===== src/rtl/score_bcd_enc_if.sv =====
// Digit interface between the score source and the BCD encoder.
// The master side issues conversion requests; the slave side returns
// packed BCD digits and per-digit leading-zero blank flags.
interface score_bcd_enc_if #(
    parameter int BIN_W  = 8,
    parameter int DIGITS = 3
);
    logic                  start;
    logic [BIN_W-1:0]      bin;
    logic                  busy;
    logic                  done;
    logic [4*DIGITS-1:0]   bcd;
    logic [DIGITS-1:0]     blank;

    modport master (
        output start, bin,
        input  busy, done, bcd, blank
    );

    modport slave (
        input  start, bin,
        output busy, done, bcd, blank
    );
endinterface


===== src/rtl/score_bcd_enc.sv =====
// Sequential shift-add-3 binary-to-BCD encoder. One bit is consumed per
// cycle; results and leading-zero blank flags are registered and held
// until the next conversion completes.
module score_bcd_enc #(
    parameter int BIN_W  = 8,
    parameter int DIGITS = 3
) (
    input  logic            clk,
    input  logic            rst_n,
    score_bcd_enc_if.slave  bus
);
    localparam int SR_W  = 4*DIGITS + BIN_W;
    localparam int CNT_W = $clog2(BIN_W+1);
    localparam logic [DIGITS-1:0] BLANK_RST = ~(DIGITS'(1));

    // True when DIGITS decimal digits can hold the largest BIN_W-bit value.
    function automatic bit digits_ok();
        longint unsigned p;
        longint unsigned maxv;
        p    = 1;
        maxv = (64'd1 << BIN_W) - 64'd1;
        for (int i = 0; i < DIGITS; i++) p = p * 64'd10;
        return p > maxv;
    endfunction

    localparam bit DIGITS_OK = digits_ok();

    if (!DIGITS_OK) begin : g_bad_params
        $error("score_bcd_enc: DIGITS too small for BIN_W");
    end

    typedef enum logic {IDLE, SHIFT} state_t;

    state_t             state;
    logic [SR_W-1:0]    sr;
    logic [SR_W-1:0]    sr_adj;
    logic [SR_W-1:0]    sr_nxt;
    logic [CNT_W-1:0]   cnt;
    logic [DIGITS-1:0]  blank_nxt;
    logic               run;

    // Add 3 to every BCD nibble >= 5 (no inter-nibble carry), then shift left.
    always_comb begin
        sr_adj = sr;
        for (int i = 0; i < DIGITS; i++) begin
            if (sr[BIN_W+4*i +: 4] >= 4'd5)
                sr_adj[BIN_W+4*i +: 4] = sr[BIN_W+4*i +: 4] + 4'd3;
        end
        sr_nxt = sr_adj << 1;
    end

    // Leading-zero flags for the digits produced by the final iteration;
    // the ones digit is never blanked so zero still shows as "0".
    always_comb begin
        blank_nxt = '0;
        run       = 1'b1;
        for (int i = DIGITS-1; i >= 1; i--) begin
            run          = run & (sr_nxt[BIN_W+4*i +: 4] == 4'd0);
            blank_nxt[i] = run;
        end
    end

    // Control FSM with registered busy/done/bcd/blank.
    always_ff @(posedge clk or negedge rst_n) begin
        if (!rst_n) begin
            state     <= IDLE;
            sr        <= '0;
            cnt       <= '0;
            bus.busy  <= 1'b0;
            bus.done  <= 1'b0;
            bus.bcd   <= '0;
            bus.blank <= BLANK_RST;
        end else begin
            bus.done <= 1'b0;
            case (state)
                IDLE: begin
                    if (bus.start) begin
                        sr       <= {{(4*DIGITS){1'b0}}, bus.bin};
                        cnt      <= CNT_W'(BIN_W);
                        bus.busy <= 1'b1;
                        state    <= SHIFT;
                    end
                end
                SHIFT: begin
                    sr  <= sr_nxt;
                    cnt <= cnt - 1'b1;
                    if (cnt == CNT_W'(1)) begin
                        state     <= IDLE;
                        bus.busy  <= 1'b0;
                        bus.done  <= 1'b1;
                        bus.bcd   <= sr_nxt[SR_W-1 -: 4*DIGITS];
                        bus.blank <= blank_nxt;
                    end
                end
                default: state <= IDLE;
            endcase
        end
    end
endmodule

===== src/flat_wrapper.sv =====
// flat-port wrapper written by rule: the top's interface ports become plain ports
module score_bcd_enc_flat 
#(
    parameter int BIN_W  = 8,
    parameter int DIGITS = 3
)
  (clk, rst_n, bus_start, bus_bin, bus_busy, bus_done, bus_bcd, bus_blank);
  score_bcd_enc_if #(.BIN_W(BIN_W), .DIGITS(DIGITS)) bus_i ();
  input  logic clk;
  input  logic rst_n;
  input wire logic [$bits(bus_i.start)-1:0] bus_start;
  input wire logic [$bits(bus_i.bin)-1:0] bus_bin;
  output wire logic [$bits(bus_i.busy)-1:0] bus_busy;
  output wire logic [$bits(bus_i.done)-1:0] bus_done;
  output wire logic [$bits(bus_i.bcd)-1:0] bus_bcd;
  output wire logic [$bits(bus_i.blank)-1:0] bus_blank;
  assign bus_i.start = bus_start;
  assign bus_i.bin = bus_bin;
  assign bus_busy = bus_i.busy;
  assign bus_done = bus_i.done;
  assign bus_bcd = bus_i.bcd;
  assign bus_blank = bus_i.blank;
  score_bcd_enc #(.BIN_W(BIN_W), .DIGITS(DIGITS)) u_core (.clk(clk), .rst_n(rst_n), .bus(bus_i));
endmodule

===== config.mk =====
export PLATFORM = sky130hd
export DESIGN_NAME = score_bcd_enc_flat
export DESIGN_NICKNAME = d
export VERILOG_FILES = /design/src/rtl/score_bcd_enc_if.sv /design/src/rtl/score_bcd_enc.sv /design/src/flat_wrapper.sv
export SDC_FILE = /design/constraint.sdc
export NUM_CORES = 1
export LEC_CHECK = 0
export ABC_AREA = 1
export BUFFER_PORTS_ARGS = -buffer_cell sky130_fd_sc_hd__buf_2
export CAP_MARGIN = 30
export CORE_ASPECT_RATIO = 0.8
export CORE_MARGIN = 1.5
export CORE_UTILIZATION = 42
export DETAILED_ROUTE_END_ITERATION = 16
export GPL_ROUTABILITY_DRIVEN = 0
export SLEW_MARGIN = 20
export SYNTH_ARGS = -nofsm -noshare
export SYNTH_HDL_FRONTEND = slang
export SYNTH_SLANG_ARGS = --single-unit

===== constraint.sdc =====
create_clock -name clk -period 1.59 [get_ports clk]
set_input_delay 0.0795 -clock clk [delete_from_list [all_inputs] [get_ports clk]]
set_output_delay 0.0795 -clock clk [all_outputs]
set_load 0.05 [all_outputs]

Word level (Yosys, flattened, before mapping). Cells that the tools add are included.

Register bits: 41. Bits in latches: 0. Bits in writable memories: 0. Memory bits (read-only): 0. Bits of input ports: 11. Output and inout port bits: 17. Word-level logic and storage cells: 38. Memories kept: 0.

$add $sub $neg: 4. Multipliers: 0. Divide/modulo/power cells: 0. Order comparisons: 3. Equality and inequality tests: 3. Shift operators: 0. Muxes and demuxes: 15. Bitwise gates (word level): 2. Reductions and logical operators: 4.

Operators with widths (count): $pmux W20 S2 (1); $mux W20 (1); $ge A4 B3 Y1 const B (3); $mux W4 (3); $add A4 B2 Y4 const B (2); $logic_not A4 Y1 (2); $pmux W4 S2 (1); $mux W1 (6); $eq A4 B1 Y1 const B (1); $ne A2 B2 Y1 const B (2); $pmux W1 S2 (2); $reduce_and A2 Y1 (2); $sub A4 B1 Y4 const B (1); $add A3 B2 Y3 const B (1); $mux W3 (1); $and A1 B1 Y1 (1); $not A1 Y1 (1).

Depth between registers and ports, before layout. Gate-level depths: netlist of the first run.

Depth in word-level cells: 4. Depth in mapped cells: 12. Gate-level depth less buffers: 12.

Least setup slack after synthesis of the first run. No wires, ideal clock.

Kind: flip-flop to flip-flop. Start: reg u_core.sr[12]. End: reg u_core.bus.blank[1]. Library setup time: 0.060 ns. Arrival time: 1.230 ns. Data required time: 1.530 ns. Slack: 0.300 ns. Cell stages (with the launch flop): 11. Path buffers: 0. Clock period less this slack: 1.290 ns. Cells stage by stage: dfrtp_1 > inv_1 > ha_1 > nand2_1 > nand2_1 > nor2_1 > nor2_1 > nand2_1 > nor2_1 > nand2_1 > nand2_1.

Longest elaborated chain between the ends: 4. Elaborated cells on any way between the ends: 6. Classes of those cells: add/sub: 1; order compare: 1; mux: 1; bitwise: 1; reduce/logical: 2.

Ends and longest elaborated chain: from (decl) (line score_bcd_enc.sv:35) `logic [SR_W-1:0] sr;`; from (signal assigned) (line score_bcd_enc.sv:78) `sr <= {{(4*DIGITS){1'b0}}, bus.bin};`; from (signal assigned) (line score_bcd_enc.sv:85) `sr <= sr_nxt;`; $add A4 B2 Y4 / $ge A4 B3 Y1 (equally long branches) (line score_bcd_enc.sv:47, score_bcd_enc.sv:46); $mux W4 * (line score_bcd_enc.sv:46) `if (sr[BIN_W+4*i +: 4] >= 4'd5)`; $logic_not A4 Y1 (line score_bcd_enc.sv:58) `run = run & (sr_nxt[BIN_W+4*i +: 4] == 4'd0);`; $and A1 B1 Y1 * (line score_bcd_enc.sv:58); to (signal assigned) (line score_bcd_enc.sv:92) `bus.blank <= blank_nxt;`; to (decl) (line score_bcd_enc_if.sv:22) `output busy, done, bcd, blank`.

Mark *: on every way between the ends. The rest lies on a longest branch, timed or not. A chain may end at the register's enable or synchronous reset.

Final worst setup path of the first run.
Start: reg u_core.sr[16]. End: reg u_core.bus.blank[1].

Longest elaborated chain between the ends: 4. Elaborated cells on any way between the ends: 5. Classes of those cells: add/sub: 1; order compare: 1; mux: 1; bitwise: 1; reduce/logical: 1.

Ends and longest elaborated chain (line): $ge A4 B3 Y1 / $add A3 B2 Y3 (equally long branches) (score_bcd_enc.sv:46, score_bcd_enc.sv:47); $mux W3 * (score_bcd_enc.sv:46); $logic_not A4 Y1 * (score_bcd_enc.sv:58); $and A1 B1 Y1 * (score_bcd_enc.sv:58).

Marked as above.

==> impl_results.md, run 1 <==
- Status: complete, no violations
- # rows: 21
- CP max-delay cell: dfrtp_1
- Drt initial violations: 90
- # Max-Cap Violations: 0
- Final setup TNS: 0 ns
- Initial antenna violation count: 0
- Final Max Tran Viols: 0
- R2R Path End: u_core.bus.blank[1]
- Via count: 1,550
- Initial Utilization: 44.3%
- I/O pin cnt: 28
- Die Wd: 77.9 um
- DIE AREA: 0.00490 sq mm
- H-tree depth: 2
- Mapped Area: 0.00189 sq mm
- Fmax: 695 MHz
- Worst Hold Endpoint: u_core.sr[0]
- Vias in the first global route: 1,454
- Final wirelength: 3910 um
- Vias per cell: 4.91
- Final setup fails: 0
- Clk Latency, worst-skew pair: 0.30 ns
- Peak VDD IR: 1.02 mV
- LEAKAGE: 1.18 nW
- Pwr dens: 2330 mW/mm^2
- Cells after synthesis: 215
- Root Buffer: clkbuf_8
- Final min period: 1.44 ns
- Hold Crit Start: bus_bin[0]
- Crit path cell chain: inv_1 -> ha_1 -> inv_1 -> nand2_2 -> nand3_1 -> nand2_1 -> nand2_1 -> nand2_1 -> nor2_1 -> nand2_1 -> nand2_1
- Wire per inst: 12.4 um
- CTS tree: yes
- Layout cells sized above 1: 22.0%
- Reg2Reg Depth: 11
- DIE HEIGHT: 62.9 um
- Post-synth net total: 234
- Sink Count: 41
- Reg2Reg Setup Slack: 0.15 ns
- Fin nets: 277
- Cell mode on critical path: nand2_1
- N_diodes: 0
- Register bit total from synthesis: 41
- Crit path kind: reg -> reg
- CP Capture Type: flip-flop
- Drt drc: 0
- Layout Area Growth over Synthesis: 22.6%
- Final worst slack: 0.151 ns
- Yosys top cell area share: 51.8%
- Total track usage: 17.2%
- Core area: 0.00426 sq mm
- Hold Crit Class: in -> reg
- Clk buf depth: 2
- Hold Path Depth: 3
- Crit-path max cell delay: 0.38 ns
- PortBufs: 26
- Final Skew: 0.0102 ns
- Number of CTS-inserted buffers: 5
- Total gr overflow: 0
- Kind of cell adding the most delay to the critical path: simple AND/OR/NAND/NOR gates
- Overall Power: 5.38 mW
- Synth top area cells: dfrtp_1, nand2_1, o21ai_0, ha_1, inv_1
- Global-route wire length before repair: 6530 um
- Worst Path Required: 1.83 ns
- Seq/Total Area, Yosys: 54.5%
- Buf/Inv on CP: 2
- Fin util: 54.3%
- Startpoint Class: flip-flop
- RSZ-0062 raised after global routing: false
- Dpl ws: 0.0823 ns
- Detailed Routing Iterations Pass 1: 4
- Critical-path maximum fanout: 5
- Largest net degree at the start of global routing: 26
- DRT antenna net count: 0
- Fin crit share: 90.5%
- Yosys warnings: 0
- Reg2reg start: u_core.sr[16]
- Synthesized area per cell: 8.77 sq um
- Dpl hpwl: 2680 um
- Crit path DAT: 1.68 ns
- FILL cells: 409
- Critical Path Stages: 11
- Synth unique cells: 24
- Area leader, netlist: dfrtp_1
- CTS clk-pin slew, worst paths: 0.08 ns
- Final Hold Fails: 0
worst max-delay path by stage:
stage                              from                  end  slack [ns]
final                     u_core.sr[16]  u_core.bus.blank[1]        0.15
after global routing      u_core.sr[12]  u_core.bus.blank[1]       0.004
after CTS                 u_core.sr[12]  u_core.bus.blank[1]        0.07
after detailed placement  u_core.sr[12]  u_core.bus.blank[1]        0.08
after global placement    u_core.sr[13]  u_core.bus.blank[1]        0.12
after floorplan           u_core.sr[12]  u_core.bus.blank[1]        0.30
per-stage QoR:
stage / hold WS [ns] / area [sq um] / cells
2_1_floorplan: -0.216 / 1890 / 215
3_3_place_gp: 0.0749 / 2100 / 299
3_5_place_dp: 0.0713 / 2100 / 299
4_1_cts: 0.0168 / 2280 / 313
5_1_grt: 0.0449 / 2310 / 316
6_report: 0.0172 / 2310 / 316
Yosys cell counts, drive strengths merged:
master,n
dfstp,2
conb,1
inv,25
xor2,1
nand4,2
dfrtp,39
a21oi,1
nor2,13
nand3,14
a22oi,1
o22ai,12
buf,6
o211ai,2
o21ai,22
a31oi,1
and2,1
o21a,1
nand2,63
ha,8
worst register-to-register path, stage by stage, from the launching register on:
cell and delay [ns]:
dfrtp_1 0.38, inv_1 0.08, ha_1 0.21, inv_1 0.07
nand2_2 0.08, nand3_1 0.10, nand2_1 0.06, nand2_1 0.09
nand2_1 0.07, nor2_1 0.11, nand2_1 0.06, nand2_1 0.06
what timing repair did:
action	CTS	global route
hold buffers	6	0
hold endpoints to repair	24	0
gates resized for setup	0	7
setup buffers	0	3
setup endpoints to repair	0	2
state kept, by name, indices dropped and copies added, names as in the netlist:
| signal | cells |
|---|---|
| u_core.state | 1 |
| u_core.sr | 20 |
| u_core.bus.busy | 1 |
| u_core.bus.blank | 2 |
| u_core.bus.bcd | 12 |
| u_core.cnt | 4 |
| u_core.bus.done | 1 |
layout make-up:
type                       count  area, sq um  area share [%]
inverter                      25         93.8            4.06
multi-input combinational    143          737            31.9
tap                           57         71.3            3.08
clock buffer                   7         86.3            3.73
sequential                    41         1030            44.5
clock inverter                 1         30.0            1.30
timing repair buffer          42          265            11.5
cell usage in the layout (no fill, tap or decap), types with 7 or more instances in the layout:
cell / n
o21ai_0: 22
nand2_1: 60
dfrtp_1: 39
buf_4: 10
inv_1: 21
nor2_1: 11
nand3_1: 13
o22ai_1: 12
ha_1: 7
buf_2: 26
cells by family (layout without fill, tap and decap cells):
| logic type | after synthesis | count (layout) | synth area share, % |
|---|---|---|---|
| simple gates | 93 | 93 | 20.2 |
| flops | 41 | 41 | 54.5 |
| compound gates | 40 | 40 | 12.2 |
| buf+inv | 31 | 75 | 7.03 |
| fa+ha+maj | 8 | 8 | 5.31 |
| other cells | 1 | 1 | 0.199 |
| xor+xnor | 1 | 1 | 0.465 |
power by group:
| part | leakage [nW] | switching [mW] | internal, mW |
|---|---|---|---|
| Clock | 0.0585 | 0.367 | 0.512 |
| Combinational | 0.613 | 1.82 | 0.863 |
| Sequential | 0.511 | 0.287 | 1.53 |
routing by layer:
metal  track usage, %  wire [um]  up-vias
met3             4.09        139        6
met2             24.7       1670       29
met1             25.1       2060      731
met4             6.25         52        0
li1                 -          -      784
met5                0          0        -
Note: power is estimated with default switching activity, not from simulation.
==> run 2, diff against run 1 <==
--- a/config.mk
+++ b/config.mk
@@ -6,11 +6,11 @@
 export NUM_CORES = 1
 export LEC_CHECK = 0
 export ABC_AREA = 1
-export BUFFER_PORTS_ARGS = -buffer_cell sky130_fd_sc_hd__buf_2
+export BUFFER_PORTS_ARGS = -buffer_cell sky130_fd_sc_hd__clkbuf_2
 export CAP_MARGIN = 30
 export CORE_ASPECT_RATIO = 0.8
 export CORE_MARGIN = 1.5
-export CORE_UTILIZATION = 42
+export CORE_UTILIZATION = 35
 export DETAILED_ROUTE_END_ITERATION = 16
 export GPL_ROUTABILITY_DRIVEN = 0
 export SLEW_MARGIN = 20
==> run 2 against run 1 <==
Against the previous run: the flow now finishes with violations (DRC); register-to-register slack improved by 0.03 ns; highest routed layer unchanged; cell count increased by 1.6%; combinational power about the same; power shrank 3.0%; sequential power barely moved; clock-buffer cell count unchanged; setup slack improved by 0.028 ns.
==> impl_results.md, run 2 (synthesized netlist as in run 1, its figures left out) <==
- LEAKAGE: 1.17 nW (-1.2%)
- Global-route wire length before repair: 6470 um (-1.1%)
- Clk Latency, worst-skew pair: 0.29 ns (about the same)
- Crit path DAT: 1.65 ns (-0.03 ns)
- Initial Utilization: 37.0% (-7.3 points)
- Crit path kind: reg -> reg
- Fmax: 709 MHz (+2.0%)
- Startpoint Class: flip-flop
- Final Max Tran Viols: 0 (unchanged)
- Cell mode on critical path: nand2_1
- # Max-Cap Violations: 0 (unchanged)
- DIE AREA: 0.00584 sq mm (+19%)
- Detailed Routing Iterations Pass 1: 12 (+8)
- RSZ-0062 raised after global routing: false
- Via count: 1,520 (-1.9%)
- Hold Crit Class: in -> reg
- CTS tree: yes
- Grt met1 use: 19.2% (-5.9 points)
- Final Skew: 0.00373 ns (-0.00649 ns)
- Rel. slew slack: 65.8%
- Final hold slack: 0.0155 ns (-0.00169 ns)
- Final Hold Fails: 0 (unchanged)
- Drt initial violations: 84 (-6.7%)
- Clk buf depth: 2 (unchanged)
- N_diodes: 0 (unchanged)
- Failing checks: DRC
- # rows: 23 (+9.5%)
- Global-route met2 utilization: 23.1% (-1.6 points)
- Leading cell types in the layout, fill and taps excluded: nand2_1, dfrtp_1, clkbuf_2
- Area of the multi-input gates: 737 sq um (unchanged)
- H-tree depth: 2 (unchanged)
- Crit path cell chain: inv_1 -> ha_1 -> inv_1 -> nand2_1 -> nand3_1 -> nand2_1 -> nand2_1 -> nor2_1 -> nand2_1 -> nand2_1
- I/O pin cnt: 28 (unchanged)
- DIE HEIGHT: 68.7 um (+9.1%)
- Die Wd: 85.1 um (+9.2%)
- Total track usage: 14.7% (-2.5 points)
- Busiest grt layer: met2
- Final setup TNS: 0 ns (unchanged)
- Sink Count: 41 (unchanged)
- Max reg flops: 20 (unchanged)
- Met3 GRT Util: 3.57% (-0.52 points)
- Worst Path Required: 1.83 ns (about the same)
- CTS clk-pin slew, worst paths: 0.08 ns (about the same)
- CP Capture Type: flip-flop
- Sequential cell area: 0.00103 sq mm (unchanged)
- Largest net degree at the start of global routing: 42 (+62%)
- Biggest register: u_core.sr
- Layout cells sized above 1: 21.2% (-0.77 points)
- Critical-path maximum fanout: 4 (-1)
- Drt drc: 2 (+2)
- Vias in the first global route: 1,406 (-3.3%)
- Core area: 0.00509 sq mm (+20%)
- Top Registers: u_core.sr (20), u_core.bus.bcd (12), u_core.cnt (4)
- Peak VDD IR: 0.644 mV (-37%)
- Initial antenna violation count: 0 (unchanged)
- Dpl hpwl: 2660 um (-0.65%)
- Vias per cell: 4.74 (-3.5%)
- Number of CTS-inserted buffers: 5 (unchanged)
- Pwr dens: 2270 mW/mm^2 (-2.4%)
- PortBufs: 26 (unchanged)
- Crit-path max cell delay: 0.38 ns (about the same)
- Most common cell after layout, fill and taps aside: nand2_1
- Final min period: 1.41 ns (-0.0281 ns)
- Layout Area Growth over Synthesis: 21.9%
- Fin crit share: 88.7% (-1.8 points)
- Worst-Margin Slew: 0.513 ns
- FILL cells: 496 (+21%)
- Total gr overflow: 0 (unchanged)
- CP max-delay cell: dfrtp_1
- DRT antenna net count: 0 (unchanged)
- Root Buffer: clkbuf_8
- Wire per inst: 12.3 um (-0.90%)
- Fin nets: 278 (+0.36%)
- Final setup fails: 0 (unchanged)
- Final wirelength: 3940 um (+0.66%)
- Status: finished with violations
run 2: per-layer routing:
metal | part of all wire [%] | vias to the layer above
li1 | - | 785
met1 | 49 | 701
met2 | 45 | 29
met3 | 4.0 | 5
met4 | 1.3 | 0
met5 | 0 | -
run 2: layout make-up:
cell class	instances	share of cell area, %
flip-flops and latches	41	44.7
multi-input cells	143	32.1
repair buffers	43	12.0
inverters	25	4.08
clock buffers	7	3.76
well taps	62	3.38
run 2: stage by stage:
step	instances	power (mW)	setup slack, ns	instance area [sq um]	utilization (%)
6_report	321	5.22	0.179	2300	45.1
3_5_place_dp	304	4.44	0.0667	2110	41.4
2_1_floorplan	215	3.78	0.300	1890	-
5_1_grt	321	5.67	0.00559	2300	45.1
3_3_place_gp	304	4.40	0.121	2110	41.4
4_1_cts	318	5.15	0.0366	2260	44.4
run 2: timing repair:
| action | in CTS | in global routing |
|---|---|---|
| hold endpoints to repair | 45 | 0 |
| hold buffers | 7 | 0 |
| resized for setup | 0 | 7 |
| endpoints found under the setup margin | 0 | 3 |
| setup buffers | 0 | 3 |
run 2: final timing paths:
path,from,to,slack (ns),cells past startpoint
worst max-delay path,u_core.sr[9],u_core.bus.blank[1],0.18,10
worst min-delay path,bus_bin[7],u_core.sr[7],0.02,3
worst max register to register,u_core.sr[9],u_core.bus.blank[1],0.18,10
worst min register to register,u_core.bus.blank[1],u_core.bus.blank[1],0.47,2
max in group asynchronous,rst_n,u_core.state,0.85,3
min in group asynchronous,rst_n,u_core.bus.bcd[6],0.36,3
run 2: where the power goes:
part	internal (mW)	switching, mW
Clock	0.345	0.346
Combinational	0.877	1.83
Sequential	1.53	0.293
run 2: worst max-delay path: cells and delay by family, from the launching register on:
kind	cells	cell delay [ns]
adders and majority gates	1	0.17
buffers and inverters	2	0.15
DFF	1	0.38
and+or+nand+nor	7	0.66
==> run 3, diff against run 2 <==
--- a/config.mk
+++ b/config.mk
@@ -11,6 +11,7 @@
 export CORE_ASPECT_RATIO = 0.8
 export CORE_MARGIN = 1.5
 export CORE_UTILIZATION = 35
+export CTS_BUF_LIST = sky130_fd_sc_hd__clkbuf_16
 export DETAILED_ROUTE_END_ITERATION = 16
 export GPL_ROUTABILITY_DRIVEN = 0
 export SLEW_MARGIN = 20
==> run 3 against run 2 <==
Against the previous run: the flow still finishes with violations (DRC); first-iteration DRC count decreased by 3.6%; combinational power about the same; die area unchanged; fmax increased by 0.16%; clock-buffer cell count decreased by 2; clock power increased by 36%; hold slack got worse by 0.0083 ns; register-to-register slack about the same; global-route usage decreased by 0.079 points; sequential share of layout area decreased by 0.31 points; critical path type unchanged.
==> impl_results.md, run 3 (synthesized netlist as in run 1, its figures left out) <==
- Global-route met2 utilization: 22.6% (-0.50 points)
- Clk buf depth: 2 (unchanged)
- I/O pin cnt: 28 (unchanged)
- Vias in the first global route: 1,385 (-1.5%)
- Most common cell after layout, fill and taps aside: nand2_1
- Root Buffer: clkbuf_16
- # rows: 23 (unchanged)
- CTS clk-pin slew, worst paths: 0.06 ns (-0.02 ns)
- Detailed Routing Iterations Pass 1: 10 (-2)
- Initial antenna violation count: 0 (unchanged)
- Largest net degree at the start of global routing: 42 (unchanged)
- Grt met1 use: 18.9% (-0.30 points)
- Worst-Margin Slew: 0.512 ns (-0.000996 ns)
- Total gr overflow: 0 (unchanged)
- Fin crit share: 88.6% (-0.14 points)
- Final min period: 1.41 ns (-0.00226 ns)
- DIE AREA: 0.00584 sq mm (unchanged)
- Final setup fails: 0 (unchanged)
- Worst Path Required: 1.82 ns (about the same)
- Max reg flops: 20 (unchanged)
- Final wirelength: 3860 um (-2.0%)
- Initial Utilization: 37.0% (unchanged)
- N_diodes: 0 (unchanged)
- Sink Count: 41 (unchanged)
- Leading cell types in the layout, fill and taps excluded: nand2_1, dfrtp_1, clkbuf_2
- Dpl hpwl: 2660 um (unchanged)
- Die Wd: 85.1 um (unchanged)
- Clk Latency, worst-skew pair: 0.28 ns (about the same)
- Non-filler cells, final: 318 (-0.93%)
- Vias per cell: 4.79 (+1.1%)
- Number of CTS-inserted buffers: 5 (unchanged)
- Total track usage: 14.6% (-0.079 points)
- Critical-path maximum fanout: 4 (unchanged)
- DIE HEIGHT: 68.7 um (unchanged)
- Drt initial violations: 81 (-3.6%)
- Placed cell count: 304 (unchanged)
- Core area: 0.00509 sq mm (unchanged)
- Overall Power: 5.46 mW (+4.7%)
- CP Capture Type: flip-flop
- Startpoint Class: flip-flop
- PortBufs: 26 (unchanged)
- Area after DPL: 0.00211 sq mm (unchanged)
- Wire per inst: 12.1 um (-1.1%)
- # Max-Cap Violations: 0 (unchanged)
- Layout Area Growth over Synthesis: 22.8%
- Crit path kind: reg -> reg
- Crit path DAT: 1.64 ns (about the same)
- LEAKAGE: 1.18 nW (+1.0%)
- Status: finished with violations
- Global-route wire length before repair: 6380 um (-1.3%)
- DRT antenna net count: 0 (unchanged)
- Peak VDD IR: 0.685 mV (+6.3%)
- Drt drc: 2 (unchanged)
- H-tree depth: 2 (unchanged)
- Fmax: 710 MHz (+0.16%)
- Busiest grt layer: met2
- Final instance area: 0.00231 sq mm (+0.71%)
- Top Registers: u_core.sr (20), u_core.bus.bcd (12), u_core.cnt (4)
- Via count: 1,522 (+0.13%)
- Hold Crit Class: in -> reg
- Final Skew: 0.00344 ns (-0.000288 ns)
- Final Hold Fails: 0 (unchanged)
- Failing checks: DRC
- Fin util: 45.4% (+0.32 points)
- Layout cells sized above 1: 21.1% (-0.14 points)
- Biggest register: u_core.sr
- Rel. slew slack: 65.9% (+0.066 points)
- Fin nets: 275 (-1.1%)
- RSZ-0062 raised after global routing: false
- Final setup TNS: 0 ns (unchanged)
- Final Max Tran Viols: 0 (unchanged)
- Pwr dens: 2360 mW/mm^2 (+4.0%)
- CTS tree: yes
- Met3 GRT Util: 3.93% (+0.36 points)
==> run 3: metal layers <==
metal  vias to the layer above  wire (um)
li1                        781          -
met1                       703       1900
met2                        30       1710
met3                         8        162
met4                         0         87
met5                         -          0
==> run 3: report_power, final <==
part / switching [mW] / total, mW / internal, mW
sequential: 0.293 / 1.82 / 1.53
clock: 0.379 / 0.940 / 0.561
combinational: 1.83 / 2.70 / 0.872
==> run 3: worst paths after layout <==
kind                                           from                  end  slack, ns  cells past startpoint
worst max-delay path                   u_core.sr[9]  u_core.bus.blank[1]       0.18                     10
worst min-delay path                     bus_bin[0]         u_core.sr[0]      0.007                      3
worst max register to register         u_core.sr[9]  u_core.bus.blank[1]       0.18                     10
worst min register to register  u_core.bus.blank[1]  u_core.bus.blank[1]       0.47                      2
max in group asynchronous                     rst_n        u_core.sr[15]       0.84                      3
min in group asynchronous                     rst_n    u_core.bus.bcd[6]       0.38                      3
==> run 3: through the flow <==
stage          worst slack, ns  hold slack, ns
2_1_floorplan            0.300          -0.216
3_3_place_gp             0.121           0.181
3_5_place_dp            0.0667           0.178
4_1_cts                 0.0419         0.00909
5_1_grt                 0.0121          0.0248
6_report                 0.182         0.00722
==> run 3: layout make-up <==
cell class	count	area, sq um
fill	494	2780
sequential	41	1030
multi-input combinational	143	737
timing repair buffer	40	245
clock buffer	5	125
inverter	25	93.8
tap	62	77.6
clock inverter	2	7.51
==> run 3: worst max-delay path, cell delays in order, from the launching register on <==
cell and delay [ns]:
dfrtp_1 0.37, inv_1 0.11, ha_1 0.17, inv_1 0.04, nand2_1 0.06, nand3_1 0.15
nand2_1 0.17, nand2_1 0.08, nor2_1 0.10, nand2_1 0.05, nand2_1 0.05
==> run 3: repair_timing <==
action / CTS / global route
buffers inserted: 0 / 3
hold buffers: 4 / 0
hold endpoints to repair: 42 / 0
gates resized for setup: 0 / 7
endpoints found under the setup margin: 0 / 3
